## src/rtl/uart_resp_pkg.sv

```systemverilog
// Shared encodings for the response serializer: frame bytes, response kinds, FSM states.
// Latency: n/a (declarations only).
// Backpressure: n/a.
package uart_resp_pkg;

    localparam logic [7:0] RESP_CH_K  = 8'h4B;
    localparam logic [7:0] RESP_CH_D  = 8'h44;
    localparam logic [7:0] RESP_CH_E  = 8'h45;
    localparam logic [7:0] RESP_CH_LF = 8'h0A;

    // The kind code is the opcode byte itself, so it is sent directly.
    typedef enum logic [7:0] {
        KIND_OK   = RESP_CH_K,
        KIND_DATA = RESP_CH_D,
        KIND_ERR  = RESP_CH_E
    } resp_kind_t;

    typedef struct packed {
        resp_kind_t kind;
        logic [7:0] b1;
        logic [7:0] b2;
    } resp_rec_t;

    typedef enum logic [2:0] {
        ST_IDLE,
        ST_OP,
        ST_B1,
        ST_B2,
        ST_TERM
    } state_t;

endpackage

```

## src/rtl/nib2ascii.sv

```systemverilog
// Converts a 4-bit nibble to its uppercase ASCII hex character.
// Latency: combinational.
// Backpressure: n/a.
module nib2ascii (
    input  logic [3:0] nib,
    output logic [7:0] ascii
);

    assign ascii = (nib < 4'd10) ? (8'h30 + {4'h0, nib}) : (8'h37 + {4'h0, nib});

endmodule

```

## src/rtl/resp_serializer.sv

```systemverilog
// Serializes OK/DATA/ERR response pulses into byte frames; RESP_ASCII_HEX_EN sends payload as hex text.
// Latency: pulse at cycle N in idle presents the opcode byte at N+1; back-to-back frames have no gap.
// Backpressure: tx_data held while tx_ready=0; one pending slot, further pulses dropped and counted.
module resp_serializer
    import uart_resp_pkg::*;
#(
    parameter int DROP_CNT_W = 8
) (
    input  logic                  clk,
    input  logic                  rst_n,
    input  logic                  resp_ok,
    input  logic                  resp_data,
    input  logic                  resp_err,
    input  logic [7:0]            resp_addr,
    input  logic [7:0]            resp_data_byte,
    input  logic [7:0]            resp_err_code,
    output logic [7:0]            tx_data,
    output logic                  tx_valid,
    input  logic                  tx_ready,
    output logic                  busy,
    output logic [DROP_CNT_W-1:0] drop_cnt
);

    state_t                  state, state_nxt;
    resp_rec_t               act, act_nxt, pend, pend_nxt, new_rec;
    logic                    pend_vld, pend_vld_nxt;
    logic [DROP_CNT_W-1:0]   drop_nxt;
    logic                    pulse, xfer, pay_done;
    logic [7:0]              pay_byte, pay_out;

    assign pulse    = resp_ok | resp_data | resp_err;
    assign tx_valid = (state != ST_IDLE);
    assign busy     = tx_valid;
    assign xfer     = tx_valid & tx_ready;

    always_comb begin
        new_rec = '{kind: KIND_OK, b1: resp_addr, b2: 8'h00};
        if (resp_err)
            new_rec = '{kind: KIND_ERR, b1: resp_err_code, b2: 8'h00};
        else if (resp_data)
            new_rec = '{kind: KIND_DATA, b1: resp_addr, b2: resp_data_byte};
    end

    assign pay_byte = (state == ST_B2) ? act.b2 : act.b1;

`ifdef RESP_ASCII_HEX_EN
    logic       nib, nib_nxt;
    logic [7:0] hex_char;

    nib2ascii u_nib2ascii (
        .nib   (nib ? pay_byte[3:0] : pay_byte[7:4]),
        .ascii (hex_char)
    );

    assign pay_out  = hex_char;
    assign pay_done = nib;

    always_comb begin
        nib_nxt = nib;
        if (xfer && (state == ST_B1 || state == ST_B2))
            nib_nxt = ~nib;
    end

    always_ff @(posedge clk or negedge rst_n) begin
        if (!rst_n) nib <= 1'b0;
        else        nib <= nib_nxt;
    end
`else
    assign pay_out  = pay_byte;
    assign pay_done = 1'b1;
`endif

    always_comb begin
        state_nxt    = state;
        act_nxt      = act;
        pend_nxt     = pend;
        pend_vld_nxt = pend_vld;
        drop_nxt     = drop_cnt;
        case (state)
            ST_IDLE: if (pulse) begin
                act_nxt   = new_rec;
                state_nxt = ST_OP;
            end
            ST_OP:   if (xfer) state_nxt = ST_B1;
            ST_B1:   if (xfer && pay_done)
                state_nxt = (act.kind == KIND_DATA) ? ST_B2 : ST_TERM;
            ST_B2:   if (xfer && pay_done) state_nxt = ST_TERM;
            ST_TERM: if (xfer) begin
                if (pend_vld) begin
                    act_nxt      = pend;
                    pend_vld_nxt = 1'b0;
                    state_nxt    = ST_OP;
                end else begin
                    state_nxt    = ST_IDLE;
                end
            end
            default: state_nxt = ST_IDLE;
        endcase
        // A pulse during a frame: it either rides the terminator handoff, fills the slot, or is dropped.
        if (pulse && state != ST_IDLE) begin
            if (state == ST_TERM && xfer) begin
                if (pend_vld) begin
                    pend_nxt     = new_rec;
                    pend_vld_nxt = 1'b1;
                end else begin
                    act_nxt   = new_rec;
                    state_nxt = ST_OP;
                end
            end else if (!pend_vld) begin
                pend_nxt     = new_rec;
                pend_vld_nxt = 1'b1;
            end else if (drop_cnt != '1) begin
                drop_nxt = drop_cnt + 1'b1;
            end
        end
    end

    always_comb begin
        tx_data = 8'h00;
        case (state)
            ST_OP:   tx_data = act.kind;
            ST_B1,
            ST_B2:   tx_data = pay_out;
            ST_TERM: tx_data = RESP_CH_LF;
            default: tx_data = 8'h00;
        endcase
    end

    always_ff @(posedge clk or negedge rst_n) begin
        if (!rst_n) begin
            state    <= ST_IDLE;
            act      <= '{kind: KIND_OK, b1: 8'h00, b2: 8'h00};
            pend     <= '{kind: KIND_OK, b1: 8'h00, b2: 8'h00};
            pend_vld <= 1'b0;
            drop_cnt <= '0;
        end else begin
            state    <= state_nxt;
            act      <= act_nxt;
            pend     <= pend_nxt;
            pend_vld <= pend_vld_nxt;
            drop_cnt <= drop_nxt;
        end
    end

endmodule
```

## config.mk

```make
export PLATFORM = sky130hd
export DESIGN_NAME = resp_serializer
export DESIGN_NICKNAME = d
export VERILOG_FILES = /design/src/rtl/uart_resp_pkg.sv /design/src/rtl/nib2ascii.sv /design/src/rtl/resp_serializer.sv
export SDC_FILE = /design/constraint.sdc
export NUM_CORES = 1
export LEC_CHECK = 0
export CORE_MARGIN = 5
export CORE_UTILIZATION = 55
export CTS_BUF_LIST = sky130_fd_sc_hd__clkbuf_8
export DETAILED_ROUTE_END_ITERATION = 10
export DONT_BUFFER_PORTS = 1
export HOLD_SLACK_MARGIN = 0.05
export PLACE_DENSITY = 0.72
export REMOVE_ABC_BUFFERS = 1
export SLEW_MARGIN = 25
export SYNTH_ARGS = -nofsm -noshare
export SYNTH_HDL_FRONTEND = slang
export SYNTH_HIERARCHICAL = 1
export SYNTH_SLANG_ARGS = --single-unit
export TNS_END_PERCENT = 10
```

## constraint.sdc

```tcl
create_clock -name clk -period 2.5 [get_ports clk]
set_clock_uncertainty 0.15 [all_clocks]
set_input_delay 0.75 -clock clk [delete_from_list [all_inputs] [get_ports clk]]
set_output_delay 0.75 -clock clk [all_outputs]
set_load 0.05 [all_outputs]
```

==> results.json <==
{
  "ys_ff_latch": 55,
  "post-synth-top-area-fraction_pct": 43.7,
  "worst_slack_ns": -0.0208,
  "cts_buffers": 5,
  "yosysUniqueCellTypes": 45,
  "status": "complete, but fails checks",
  "cts_tree": "done",
  "ys_seq_area_share_pct": 49.3,
  "gp_congestion": 0.862,
  "final_util_pct": 64.2,
  "cp_slowest_cell": "dfrtp_2",
  "grt.total_usage_pct": 21.2,
  "required_ns": 1.60,
  "path_max_fanout": 4,
  "report.final.slew_viol_count": 0,
  "grt_max_degree": 50,
  "period_needed_ns": 2.52,
  "wire_per_inst_um": 18.4,
  "setup.worst_path.start_class": "register",
  "insertedDiodeCount": 0,
  "nNetsFinal": 318,
  "setup_viol": 1,
  "slew_headroom_pct": 30.9,
  "dr.pass1.iters": 5,
  "clock-sinks": 55,
  "vias_per_cell": 5.98,
  "clkSlewWorstSetupHoldPaths_ns": 0.10,
  "period_share_pct": 101,
  "crit_type": "register to primary output",
  "end_kind": "primary output",
  "drc": 0,
  "die_h_um": 81.5,
  "leakagePower_nw": 1.41,
  "ir_drop_mv": 1.04,
  "path_delay_family": "flip-flops",
  "grtUsageMet3_pct": 6.03,
  "arrival_ns": 1.62,
  "total_power_mw": 4.26,
  "htreeDepth": 2,
  "worstHoldPathType": "input pin to asynchronous set/reset pin",
  "num_rows": 26,
  "layoutNonFillerInstCount": 357,
  "synth_edf_count": 0,
  "yosys-top-cells-area": "dfrtp_1 44%, dfstp_2 5.6%, mux2_2 5.6%, mux2_1 5.2%, nand2_1 5.2%",
  "finalWirelength_um": 6580,
  "synth_flop_cell": "dfrtp_1",
  "yosysWarnings": 6,
  "hold_violations": 0,
  "io_pins": 48,
  "tns_ns": -0.0208,
  "cp_common_cell": "buf_6",
  "area.growth.synth_to_final_pct": 15.3,
  "tightest_slew_ns": 1.04,
  "insertion_delay_ns": 0.30,
  "dieWidth_um": 81.5,
  "grt_pass1_wl_um": 10800,
  "yosysTopAreaCell": "dfrtp_1",
  "cp_num_buf_inv": 2,
  "max_freq_mhz": 397,
  "grt_overflow": 0,
  "powerDensity_mw_per_mm2": 1320,
  "layout-drive-gt1-share_pct": 28.9,
  "drtIter0Drc": 176,
  "ant_nets": 0,
  "grt_pass1_vias": 2225,
  "antenna_found_initial": 0,
  "pre_cts_slack_ns": 0.0988,
  "slowest_delay_ns": 0.46,
  "dp.cells": 342,
  "violations": "setup timing",
  "grt_most_used_layer": "met2",
  "die_area_mm2": 0.00663,
  "place_hpwl_um": 4310,
  "vias": 2136,
  "clk_path_buf_depth": 2,
  "maxCapViolations": 0,
  "start_util_pct": 55.7,
  "synthCells": 264,
  "met2_usage_pct": 36.0,
  "placement.io_buffers": 0,
  "rsz0062_at_grt": "yes",
  "syn-cell-area_mm2": 0.00281,
  "ys_async_sr_fraction_pct": 100,
  "timing.critical_path.cells": "buf_6 -> mux2_4 -> a22oi_2 -> nor2_2 -> buf_6",
  "clockRootBuffer": "clkbuf_8",
  "core_mm2": 0.00504,
  "syn_area_per_cell_um2": 10.6,
  "use_met1_pct": 26.8
}
[routing by layer]
metal / share of wire (%) / vias up
li1: - / 1001
met1: 42 / 1050
met2: 50 / 77
met3: 6.8 / 8
met4: 1.0 / 0
met5: 0 / -
[worst paths after layout]
check / start / to / slack [ns] / cells after the start
max: state[1] / tx_data[6] / -0.02 / 5
max in group asynchronous: rst_n / state[1] / 1.84 / 1
min: rst_n / act[19] / 0.13 / 0
min in group clk: pend[4] / act[4] / 0.33 / 2
max reg2reg: state[1] / act[7] / 0.14 / 6
min reg2reg: pend[4] / act[4] / 0.33 / 2
[layout by cell type, fill, tap and decap left out, types with 2 or more instances in the layout]
cell type	synthesis	final
nand2b_1	2	2
a22oi_2	0	8
xor2_1	4	4
buf_6	2	12
buf_4	5	18
ha_1	2	2
o21ai_1	14	14
a31o_2	2	2
mux2_4	0	2
or3_4	2	2
a22oi_1	11	3
a21oi_1	7	7
inv_1	12	13
dfrtp_2	0	2
nand3_4	2	2
clkbuf_8	0	5
a222oi_1	8	8
dfstp_2	6	6
a32oi_1	7	7
and2_1	5	5
mux2_2	14	14
dfrtp_1	49	47
o21ai_0	3	3
nor3_1	7	7
nor2_1	11	10
nand3_1	2	2
nor4_1	3	3
mux2_1	13	11
a31oi_1	2	2
nand2_1	39	39
nor2_2	1	2
nor2b_1	5	4
[report_power, final]
group          total (mW)  switching [mW]  internal, mW
clock               0.475           0.282         0.192
combinational        2.25            1.37         0.882
sequential           1.54           0.280          1.26
total                4.26            1.93          2.33
[sequential cells by signal, indices dropped and copies added, names as in the netlist]
register  count
pend         19
pend_vld      1
drop_cnt      8
act          24
state         3
[cells in the mapped netlist, types with 6 or more instances]
library cell	number
a22oi_1	11
inv_1	12
o21ai_1	14
mux2_2	14
nand2_1	39
mux2_1	13
nor2_1	11
dfrtp_1	49
a21oi_1	7
nor3_1	7
a222oi_1	8
a32oi_1	7
dfstp_2	6
[timing repair]
| action | CTS | global route |
|---|---|---|
| gates resized for setup | 5 | 23 |
| setup endpoints to repair | 8 | 12 |
| setup buffers | 4 | 2 |
| hold buffers | 1 | 0 |
| pin swaps | 1 | 3 |
| endpoints found under the hold margin | 49 | 0 |
[worst register-to-register path, delay by kind of cell, from the launching register on]
| kind | cells | cell delay [ns] |
|---|---|---|
| compound gates | 2 | 1.05 |
| flops | 1 | 0.46 |
| simple gates | 2 | 0.37 |
| buf+inv | 2 | 0.27 |
[final cells by class]
type / count / area [um^2]
Fill cell: 401 / 1800
Sequential cell: 55 / 1390
Inverter: 12 / 45.0
Tap cell: 70 / 87.6
Clock inverter: 3 / 16.3
Timing Repair Buffer: 31 / 298
Multi-Input combinational cell: 181 / 1340
Clock buffer: 5 / 68.8
[through the flow]
step / hold slack (ns) / cell area (um^2)
after global placement: 0.302 / 2980
after floorplan: 0.289 / 2710
after global routing: 0.103 / 3240
after detailed placement: 0.307 / 2980
final: 0.125 / 3240
after CTS: 0.120 / 3130
[cells by family after synthesis]
kind of cell             count (synthesis)  synth area share [%]
flip-flops                              55                  49.3
multiplexers                            28                  11.2
XOR/XNOR                                 4                  1.25
AND/OR/NAND/NOR                         86                  16.3
adder cells (fa/ha/maj)                  3                  1.25
AO/OA/AOI/OAI                           60                  15.6
buffers and inverters                   28                  5.17
(Power assumes the default switching activity.)
